## config.mk

```make
export PLATFORM = sky130hd
export DESIGN_NAME = branch_predict
export DESIGN_NICKNAME = d
export VERILOG_FILES = /design/src/rtl/branch_predict.sv
export SDC_FILE = /design/constraint.sdc
export NUM_CORES = 1
export LEC_CHECK = 0
export BUFFER_PORTS_ARGS = -buffer_cell sky130_fd_sc_hd__buf_2
export CORE_MARGIN = 2
export CORE_UTILIZATION = 61
export CTS_BUF_LIST = sky130_fd_sc_hd__clkbuf_8
export CTS_CLUSTER_SIZE = 10
export DETAILED_ROUTE_END_ITERATION = 8
export PLACE_DENSITY_LB_ADDON = 0.25
export REMOVE_ABC_BUFFERS = 1
export SLEW_MARGIN = 20
export SYNTH_ARGS = -nofsm -noshare
export SYNTH_HDL_FRONTEND = slang
export SYNTH_SLANG_ARGS = --single-unit
```

## constraint.sdc

```tcl
create_clock -name clk -period 5.8 [get_ports clk]
set_input_delay 1.16 -clock clk [delete_from_list [all_inputs] [get_ports clk]]
set_output_delay 1.16 -clock clk [all_outputs]
set_load 0.05 [all_outputs]
```

## src/rtl/branch_predict.sv

```systemverilog
// ============================================================================
// branch_predict
// ----------------------------------------------------------------------------
// Purpose
//    Direction predictor for a classic five-stage pipeline. A table of 2-bit
//    saturating counters (the PHT) is read combinationally in decode to give a
//    taken / not-taken prediction. It is trained in execute once the branch
//    outcome is known.
//
//    Build option (macro BP_GSHARE_EN):
//       undefined (default) - bimodal predictor. The PHT is indexed by PC
//                             bits only and no history registers exist.
//       defined             - gshare predictor. The PC index is XORed with a
//                             global history register. Decode uses a
//                             speculative history and execute uses an
//                             architectural history. The speculative copy is
//                             repaired from the architectural one on a
//                             mispredict.
//
// Parameters
//    PHT_AW : PHT index width, 2**PHT_AW counters
//    GHR_W  : global history width (GHR_W <= PHT_AW), gshare build only
//
// Ports
//    clk          in   single clock, rising edge
//    rst          in   asynchronous active-high reset
//    stallD       in   decode stage held
//    flushD       in   decode instruction squashed
//    branchD      in   decode instruction is a conditional branch
//    pcD[31:0]    in   decode instruction PC
//    pred_takeD   out  predicted direction for the decode branch
//    stallE       in   execute stage held
//    branchE      in   execute instruction is a conditional branch
//    pcE[31:0]    in   execute instruction PC
//    branch_takeE in   resolved direction from the execute comparator
//    pred_takeE   in   prediction carried down the pipe with the branch
//    mispredictE  out  execute branch was mispredicted (front-end flush)
// ============================================================================
module branch_predict #(
   parameter int PHT_AW = 6,
   parameter int GHR_W  = PHT_AW
) (
   input  logic        clk,
   input  logic        rst,
   input  logic        stallD,
   input  logic        flushD,
   input  logic        branchD,
   input  logic [31:0] pcD,
   output logic        pred_takeD,
   input  logic        stallE,
   input  logic        branchE,
   input  logic [31:0] pcE,
   input  logic        branch_takeE,
   input  logic        pred_takeE,
   output logic        mispredictE
);

   localparam int PHT_N = 1 << PHT_AW;

   // Pattern history table of 2-bit saturating counters
   logic [1:0]        r_pht [PHT_N];

   logic [PHT_AW-1:0] w_pcIdxD;
   logic [PHT_AW-1:0] w_pcIdxE;
   logic [PHT_AW-1:0] w_idxD;
   logic [PHT_AW-1:0] w_idxE;
   logic              w_commitE;
   logic              w_predTakeD;
   logic [1:0]        w_ctrE;
   logic [1:0]        w_ctrNext;

   // Word-aligned PCs: bits [1:0] never differ between branches, and the
   // upper bits beyond the index are deliberately aliased.
   logic              w_unusedPcBits;
   assign w_unusedPcBits = ^{pcD[31:PHT_AW+2], pcD[1:0],
                             pcE[31:PHT_AW+2], pcE[1:0]};

   assign w_pcIdxD = pcD[PHT_AW+1:2];
   assign w_pcIdxE = pcE[PHT_AW+1:2];

   // A held execute stage keeps presenting the same branch, so training is
   // gated on the cycle it actually leaves E. This gives exactly one update
   // per branch.
   assign w_commitE = branchE & ~stallE;

   // The mispredict flag must be visible for as long as the branch sits in E,
   // so it is deliberately not gated by stallE.
   assign mispredictE = branchE & (pred_takeE ^ branch_takeE);

`ifdef BP_GSHARE_EN
   // Speculative history: shifted by every decode prediction.
   // Architectural history: shifted only by resolved, committed branches.
   logic [GHR_W-1:0] r_ghrSpec;
   logic [GHR_W-1:0] r_ghrArch;
   logic [GHR_W-1:0] w_ghrArchNext;
   logic [GHR_W-1:0] w_ghrSpecNext;

   // Zero-extend each history to the index width before hashing.
   // idxE uses the history from before this branch's own shift.
   assign w_idxD = w_pcIdxD ^ PHT_AW'(r_ghrSpec);
   assign w_idxE = w_pcIdxE ^ PHT_AW'(r_ghrArch);

   // Shift-left-by-one, inserting the newest outcome at bit 0. The size cast
   // drops the oldest bit.
   assign w_ghrArchNext = GHR_W'({r_ghrArch, branch_takeE});
   assign w_ghrSpecNext = GHR_W'({r_ghrSpec, w_predTakeD});

   // History maintenance. A committed mispredict rebuilds the speculative
   // history from the corrected architectural one. This wins over any decode
   // shift in the same cycle, because that decode instruction is on the
   // wrong path and is about to be flushed. Flushed or stalled decode
   // branches leave the history alone, so that a branch shifts it only once.
   always_ff @(posedge clk or posedge rst) begin
      if (rst) begin
         r_ghrSpec <= '0;
         r_ghrArch <= '0;
      end else begin
         if (w_commitE) begin
            r_ghrArch <= w_ghrArchNext;
         end
         if (w_commitE && mispredictE) begin
            r_ghrSpec <= w_ghrArchNext;
         end else if (branchD && !stallD && !flushD) begin
            r_ghrSpec <= w_ghrSpecNext;
         end
      end
   end
`else
   // Bimodal: the PC bits alone select the counter
   assign w_idxD = w_pcIdxD;
   assign w_idxE = w_pcIdxE;
`endif

   // Predict from the counter MSB. The read sees the table before any
   // same-cycle training write, so a branch that is both predicted and
   // trained in one cycle uses the old counter.
   assign w_predTakeD = branchD & r_pht[w_idxD][1];
   assign pred_takeD  = w_predTakeD;

   // Saturating increment or decrement of the counter being trained
   assign w_ctrE = r_pht[w_idxE];

   always_comb begin
      w_ctrNext = w_ctrE;
      if (branch_takeE) begin
         if (w_ctrE != 2'b11) begin
            w_ctrNext = w_ctrE + 2'b01;
         end
      end else begin
         if (w_ctrE != 2'b00) begin
            w_ctrNext = w_ctrE - 2'b01;
         end
      end
   end

   // Counter table. On reset every entry becomes weakly not-taken. After
   // that, only the entry of the committing execute branch is written.
   always_ff @(posedge clk or posedge rst) begin
      if (rst) begin
         for (int i = 0; i < PHT_N; i++) begin
            r_pht[i] <= 2'b01;
         end
      end else if (w_commitE) begin
         r_pht[w_idxE] <= w_ctrNext;
      end
   end

endmodule

```

=== After elaboration in Yosys (flattened, before gate mapping) ===
Cells that the tools add are included.

* Flip-flop bits (word level): 128
* Latch bits: 0
* Memory bits (writable): 0
* ROM bits: 0
* Bits of input ports: 73
* Output and inout bits: 2
* Word-level logic and storage cells: 91
* Memories: 0

* Add/subtract/negate cells: 2
* Multipliers: 0
* Div/mod/pow operators: 0
* Order comparisons: 3
* Equal/unequal tests: 1
* Shifts and indexed selects: 0
* Mux-type cells: 12
* Bitwise logic cells: 7
* Reductions and logical operators: 2

{| class="wikitable"
|+ Operator list
! kind !! count
|-
| $bwmux 128 || 1
|-
| $bmux 2 s6 || 2
|-
| $mux 2 || 8
|-
| $ge 7x7->1 const B || 2
|-
| $not 6->7 || 2
|-
| $demux 2 s6 || 1
|-
| $lt 7x1->1 const B || 1
|-
| $and 1x1->1 || 3
|-
| $add 2x1->2 const B || 1
|-
| $ne 2x2->1 const B || 1
|-
| $reduce_bool 2->1 || 1
|-
| $sub 2x1->2 const B || 1
|-
| $logic_and 1x1->1 || 1
|-
| $not 1->1 || 1
|-
| $xor 1x1->1 || 1
|}

=== Longest topological paths before layout ===
Gate-level depths: netlist of the first run.

* Depth after elaboration: 8
* Gate-level depth with buffers: 11
* Gate-level depth less buffers: 7

=== Worst setup path before layout of the first run ===
No wires, ideal clock.

* Path kind: input to output
* From: in pcD[2]
* To: out pred_takeD
* Arrival time: 3.442 ns
* Data required time: 4.640 ns
* Slack: 1.198 ns
* Cell stages on the path: 6
* Path buffers: 2
* Cell sequence: buf_2 buf_2 mux4_2 mux4_2 mux4_2 and2_1

* Word-level cells in the longest chain between the ends: 5

{| class="wikitable"
|+ RTL lines
! element !! RTL line !! source
|-
| start, declared || 48 || <nowiki>input logic [31:0] pcD,</nowiki>
|-
| $not 6->7 (implied by the code) || 137 || <nowiki>assign w_predTakeD = branchD & r_pht[w_idxD][1];</nowiki>
|-
| $bmux 2 s6 || 137 ||
|-
| $mux 2 (implied by the code) (2 in series) || 137 ||
|-
| $and 1x1->1 || 137 ||
|-
| end, declared || 49 || <nowiki>output logic pred_takeD,</nowiki>
|}

No other way between the ends. The select of a mux whose other input is x is not followed.

=== Worst setup path after layout of the first run ===
Same ends and word-level chain as after synthesis.

==> impl_metrics.env, run 1 <==
export IMPL_largest_reg_flops=128
export IMPL_die_w_um=109
export IMPL_p_sw_uw=563
export IMPL_syn_area_per_cell_um2=10.4
export IMPL_slew_limit_headroom=0.236
export IMPL_end_kind="output port"
export IMPL_worstPathCellList="buf_2 > mux4_2 > mux4_2 > mux4_2 > and2_1 > buf_2"
export IMPL_gp_congestion=0.916
export IMPL_ff_latch_area_mm2=0.00328
export IMPL_power_share_combinational=0.110
export IMPL_top_register="r_pht"
export IMPL_seq_power_share=0.480
export IMPL_finalSetupTns_ns=0
export IMPL_p_sw_frac=0.269
export IMPL_viasPerCell=6.34
export IMPL_post_cts_buffers=0
export IMPL_io_buffers=20
export IMPL_multi_input_area_mm2=0.00318
export IMPL_final_hold_viol_count=0
export IMPL_wl_per_cell_um=21.0
export IMPL_antenna_found_initial=0
export IMPL_setup_viol=0
export IMPL_fin_skew_ns=0.0101
export IMPL_clockBufferDepth=2
export IMPL_ir_worst_vdd_mv=0.224
export IMPL_worstHoldPathType="flop to flop"
export IMPL_root_buffer="clkbuf_8"
export IMPL_path_clk_slew_ns=0.08
export IMPL_synth_cell_types=56
export IMPL_status="completed"
export IMPL_fin_nets=736
export IMPL_synth_cells=648
export IMPL_drv_cap=0
export IMPL_critPathMaxFanout=16
export IMPL_crit_arrival_ns=3.60
export IMPL_grt_max_degree=79
export IMPL_start_util=0.623
export IMPL_ys_ff_latch=128
export IMPL_criticalPathCategory="primary input to output port"
export IMPL_routed_wirelength_mm=17.1
export IMPL_drt_initial_drc_count=513
export IMPL_cts_htree_levels=4
export IMPL_dieHeight_um=109
export IMPL_synthArstFlopShare=1.00
export IMPL_netlist_area_leader_share=0.250
export IMPL_critPathMaxStageDelay_ns=0.60
export IMPL_drive_above_1_share=0.296
export IMPL_diodes=0
export IMPL_cpMaxStageDelayCell="mux4_2"
export IMPL_cts_sinks=128
export IMPL_cp_num_cells=6
export IMPL_grt_overflow=0
export IMPL_ant_nets=0
export IMPL_cts_buffers=17
export IMPL_rsz0062_at_grt="no"
export IMPL_syn_to_final_growth_pct=8.48
export IMPL_yosys_warnings=0
export IMPL_grt_use_total=0.321
export IMPL_cts_repair_resized=0
export IMPL_fin_crit_ns=4.76
export IMPL_reg2regPathDepth=8
export IMPL_cp_start_kind="primary input"
export IMPL_final_area_mm2=0.00730
export IMPL_postCtsHoldBufs=0
export IMPL_pwr_share_clk=0.409
export IMPL_netlist_area_mm2=0.00673
export IMPL_yosysSeqAreaShare=0.488
export IMPL_synthTopCellsByArea="dfstp_2 25%, dfrtp_1 24%, mux4_2 12%"
export IMPL_fill_cells=796
export IMPL_whs_path_depth=2
export IMPL_dp_hpwl_mm=11.2
export IMPL_cpLargestDelayFamily="multiplexers"
export IMPL_internal_power_mw=1.53
export IMPL_utilization=0.676
export IMPL_worstMarginPinSlew_ns=1.14
export IMPL_leakage_nw=2.83
export IMPL_critPathBufInv=2
export IMPL_cpMostUsedCell="mux4_2"
export IMPL_slew_viol_final=0
export IMPL_dpl_cell_area_mm2=0.00685
export IMPL_drcViolationCount=0
export IMPL_num_rows=38
export IMPL_p_per_area_mw_per_mm2=287
export IMPL_pre_cts_slack_ns=1.04
export IMPL_cp_required_ns=4.64
export IMPL_fin_ws_ns=1.04
export IMPL_tritoncts="done"
export IMPL_ys_flop_type="dfstp_2"
export IMPL_firstDrtPassIters=6
export IMPL_fmaxAchievable_ghz=0.210
export IMPL_die_area_mm2=0.0119
export IMPL_grt_pass1_wl_mm=27.9
export IMPL_dr_total_vias=5171
export IMPL_finalCritPeriodShare=0.821
export IMPL_insertion_delay_ns=0.45
export IMPL_coreArea_mm2=0.0108
export IMPL_io_pins=75
export IMPL_synth_edff_count=0
export IMPL_grt_pass1_vias=5273
export IMPL_top_regs="r_pht x128"
export IMPL_synth_top_cell_by_area="dfstp_2"
-- metal layers --
| metal | track usage | vias up | share of wire |
|---|---|---|---|
| met1 | 0.422 | 2501 | 0.41 |
| li1 | - | 2367 | - |
| met3 | 0.0759 | 68 | 0.072 |
| met2 | 0.490 | 235 | 0.47 |
| met4 | 0.185 | 0 | 0.047 |
| met5 | 0 | - | 0 |
-- through the flow --
step           total power [mW]  std cells  hold slack, ns
2_1_floorplan              1.15        613           0.441
3_3_place_gp               1.24        784           0.447
3_5_place_dp               1.25        784           0.455
4_1_cts                    2.10        816           0.465
5_1_grt                    2.18        816           0.475
6_report                   2.10        816           0.465
-- final cells by class --
class                      count  area share
inverter                       5     0.00291
clock inverter                15      0.0286
sequential                   128       0.450
tap                          140      0.0240
timing repair buffer          31      0.0267
multi-input combinational    480       0.436
clock buffer                  17      0.0321
-- worst paths after layout --
kind	slack, ns	start	to
setup / recovery	1.04	pcD[2]	pred_takeD
hold / removal	0.47	r_pht[40]$_DFFE_PP1P_	r_pht[40]$_DFFE_PP1P_
setup reg to reg	2.71	r_pht[5]$_DFFE_PP0P_	r_pht[114]$_DFFE_PP1P_
hold reg to reg	0.47	r_pht[40]$_DFFE_PP1P_	r_pht[40]$_DFFE_PP1P_
max in group asynchronous	3.63	rst	r_pht[79]$_DFFE_PP0P_
min in group asynchronous	0.94	rst	r_pht[15]$_DFFE_PP0P_
-- synth_stat cells (all sizes together), types with 2 or more instances --
| cell | number |
|---|---|
| a211oi | 4 |
| a21oi | 3 |
| a221oi | 7 |
| a22o | 2 |
| a22oi | 2 |
| a311oi | 2 |
| and2 | 2 |
| and3 | 4 |
| and3b | 2 |
| buf | 31 |
| clkbuf | 4 |
| dfrtp | 64 |
| dfstp | 64 |
| inv | 4 |
| mux2 | 8 |
| mux2i | 16 |
| mux4 | 37 |
| nand2 | 203 |
| nand3 | 4 |
| nand3b | 2 |
| nand4 | 2 |
| nor2 | 14 |
| nor2b | 3 |
| nor3 | 4 |
| nor3b | 4 |
| o21ai | 130 |
| o221ai | 2 |
| o22ai | 3 |
| or2 | 2 |
-- worst reg2reg max path, stage by stage (launching register included) --
cell and delay [ns]:
dfrtp_1 0.41, mux2_2 0.29, a22o_1 0.23, a311oi_1 0.29, o2bb2ai_1 0.16, nor4_1 0.34
maj3_2 0.78, buf_4 0.38, o21ai_1 0.13
-- layout by cell type (no fill, tap or decap), types with 2 or more instances in the layout --
| master | count |
|---|---|
| nor3_1 | 2 |
| nor3b_1 | 4 |
| clkinvlp_4 | 3 |
| buf_2 | 20 |
| inv_6 | 4 |
| nor2_1 | 14 |
| mux2i_1 | 16 |
| clkinv_4 | 3 |
| and3b_1 | 2 |
| dfstp_2 | 64 |
| nand4_1 | 2 |
| inv_1 | 3 |
| a22o_1 | 2 |
| o22ai_1 | 3 |
| o21ai_0 | 39 |
| nor2b_1 | 3 |
| a211oi_1 | 4 |
| o21ai_2 | 18 |
| mux4_2 | 36 |
| a21oi_1 | 3 |
| and2_1 | 2 |
| buf_4 | 10 |
| mux2_2 | 8 |
| or2_2 | 2 |
| o21ai_1 | 72 |
| and3_1 | 4 |
| a221oi_1 | 7 |
| a311oi_1 | 2 |
| nor3_2 | 2 |
| clkbuf_8 | 17 |
| nand2_1 | 203 |
| nand3_1 | 4 |
| dfrtp_1 | 64 |
| bufinv_16 | 4 |
| a22oi_1 | 2 |
| nand3b_1 | 2 |
-- cell families after synthesis --
family,share of synthesized area
AO/OA/AOI/OAI,0.151
XOR/XNOR,0.00130
adder cells (fa/ha/maj),0.00167
buffers and inverters,0.0407
flip-flops,0.488
multiplexers,0.162
AND/OR/NAND/NOR,0.156
-- power groups by stage --
stage               registers, mW  logic, mW  clock network, mW
floorplan                    1.01      0.145                  0
global placement             1.02      0.222                  0
detailed placement           1.02      0.230                  0
CTS                          1.01      0.231              0.862
global route                 1.01      0.255              0.908
finish                       1.01      0.231              0.858
Note: power is estimated with default switching activity, not from simulation.
==> run 2, diff against run 1 <==
==> constraint.sdc (replaced) <==
create_clock -name clk -period 4.95 [get_ports clk]
set_input_delay 0.99 -clock clk [delete_from_list [all_inputs] [get_ports clk]]
set_output_delay 0.99 -clock clk [all_outputs]
set_load 0.05 [all_outputs]
==> impl_metrics.env, run 2 (same netlist as run 1, synthesis figures left out) <==
export IMPL_place_inst=793
export IMPL_clockBufferDepth=2
export IMPL_grt_busiest_layer="met2"
export IMPL_drcViolationCount=0
export IMPL_setup_viol=0
export IMPL_mostFrequentLayoutCell="nand2_1"
export IMPL_cpLargestDelayFamily="multiplexers"
export IMPL_firstDrtPassIters=5
export IMPL_gp_congestion=0.928
export IMPL_drive_above_1_share=0.302
export IMPL_cp_required_ns=3.96
export IMPL_syn_to_final_growth_pct=9.67
export IMPL_final_hold_viol_count=0
export IMPL_io_pins=75
export IMPL_grt_overflow=0
export IMPL_post_cts_buffers=0
export IMPL_ir_worst_vdd_mv=0.263
export IMPL_grt_pass1_wl_mm=27.7
export IMPL_crit_arrival_ns=3.19
export IMPL_drv_cap=0
export IMPL_critPathMaxStageDelay_ns=0.54
export IMPL_path_clk_slew_ns=0.07
export IMPL_cts_htree_levels=4
export IMPL_finalCritPeriodShare=0.844
export IMPL_grt_use_total=0.324
export IMPL_leakage_nw=2.90
export IMPL_diodes=0
export IMPL_cts_repair_resized=0
export IMPL_critPathBufInv=3
export IMPL_root_buffer="clkbuf_8"
export IMPL_whs_path_depth=2
export IMPL_ant_nets=0
export IMPL_cts_sinks=128
export IMPL_status="completed"
export IMPL_hold_path_end="r_pht[100]$_DFFE_PP1P_"
export IMPL_worstHoldPathType="flop to flop"
export IMPL_top_register="r_pht"
export IMPL_fmaxAchievable_ghz=0.239
export IMPL_fin_crit_ns=4.18
export IMPL_postCtsHoldBufs=0
export IMPL_cts_buffers=17
export IMPL_io_buffers=20
export IMPL_finalNonFillerCells=825
export IMPL_grt_use_met3=0.0921
export IMPL_layout_common_cells="203 x nand2_1, 72 x o21ai_1, 64 x dfstp_2, 64 x dfrtp_1, 39 x o21ai_0"
export IMPL_use_met1=0.413
export IMPL_insertion_delay_ns=0.47
export IMPL_criticalPathCategory="primary input to output port"
export IMPL_reg2reg_slack_ns=1.97
export IMPL_wl_per_cell_um=21.0
export IMPL_start_util=0.623
export IMPL_die_w_um=109
export IMPL_drt_initial_drc_count=542
export IMPL_cpMaxStageDelayCell="mux4_2"
export IMPL_end_kind="output port"
export IMPL_reg2regPathDepth=8
export IMPL_critPathMaxFanout=16
export IMPL_grt_pass1_vias=5264
export IMPL_dp_hpwl_mm=11.9
export IMPL_dieHeight_um=109
export IMPL_hold_path_startpoint="r_pht[100]$_DFFE_PP1P_"
export IMPL_num_rows=38
export IMPL_p_per_area_mw_per_mm2=329
export IMPL_antenna_found_initial=0
export IMPL_finalSetupTns_ns=0
export IMPL_slew_limit_headroom=0.273
export IMPL_viasPerCell=6.40
export IMPL_grt_max_degree=60
export IMPL_die_area_mm2=0.0119
export IMPL_largest_reg_flops=128
export IMPL_rsz0062_at_grt="no"
export IMPL_fin_nets=745
export IMPL_cpMostUsedCell="mux4_2"
export IMPL_worstMarginPinSlew_ns=1.09
export IMPL_regToRegEndpoint="r_pht[33]$_DFFE_PP0P_"
export IMPL_worstPathCellList="buf_2 > buf_12 > mux4_2 > mux4_2 > mux4_2 > and2_1 > buf_2"
export IMPL_regToRegStartpoint="r_pht[5]$_DFFE_PP0P_"
export IMPL_fin_skew_ns=0.0135
export IMPL_use_met2=0.498
export IMPL_tritoncts="done"
export IMPL_top_regs="r_pht x128"
export IMPL_dr_total_vias=5278
export IMPL_cp_start_kind="primary input"
export IMPL_routed_wirelength_mm=17.3
export IMPL_coreArea_mm2=0.0108
export IMPL_slew_viol_final=0
==> run 2: how the worst max path moves through the flow <==
| stage | from | cells past startpoint | to |
|---|---|---|---|
| global route | pcD[2] | 7 | pred_takeD |
| global placement | pcD[2] | 7 | pred_takeD |
| detailed placement | pcE[3] | 9 | r_pht[105]$_DFFE_PP0P_ |
| CTS | pcD[2] | 7 | pred_takeD |
| floorplan | rst | 1 | r_pht[101]$_DFFE_PP0P_ |
| finish | pcD[2] | 7 | pred_takeD |
==> run 2: worst min-delay path, cell delays in order (launching register included) <==
cell	delay, ns
dfstp_2	0.37
nand2_1	0.04
o21ai_1	0.05
==> run 2: through the flow <==
step | util | instance area [um2] | setup WS [ns] | total power, mW | hold slack, ns
floorplan | - | 6470 | 0.653 | 1.35 | 0.441
global placement | 0.643 | 6940 | 0.791 | 1.46 | 0.448
detailed placement | 0.643 | 6940 | 0.710 | 1.47 | 0.455
CTS | 0.684 | 7380 | 0.781 | 2.44 | 0.465
global route | 0.684 | 7380 | 0.699 | 2.52 | 0.475
finish | 0.684 | 7380 | 0.770 | 2.43 | 0.464
==> run 2: power by group <==
group / leakage (nW) / total (mW) / switching (mW) / internal [mW]
Combinational: 1.12 / 0.277 / 0.173 / 0.105
Clock: 0.222 / 0.972 / 0.411 / 0.561
Sequential: 1.55 / 1.18 / 0.0391 / 1.14
==> run 2: final cells by class <==
type | count | area (um2)
tap | 140 | 175
fill | 799 | 3420
sequential | 128 | 3280
clock inverter | 10 | 133
clock buffer | 22 | 303
multi-input combinational | 480 | 3170
inverter | 5 | 21.3
timing repair buffer | 40 | 288
==> run 2: layer usage <==
metal,wire length [um],vias to the layer above
met5,0,-
met4,732,0
met3,1480,64
met2,8370,234
met1,6760,2597
li1,-,2383
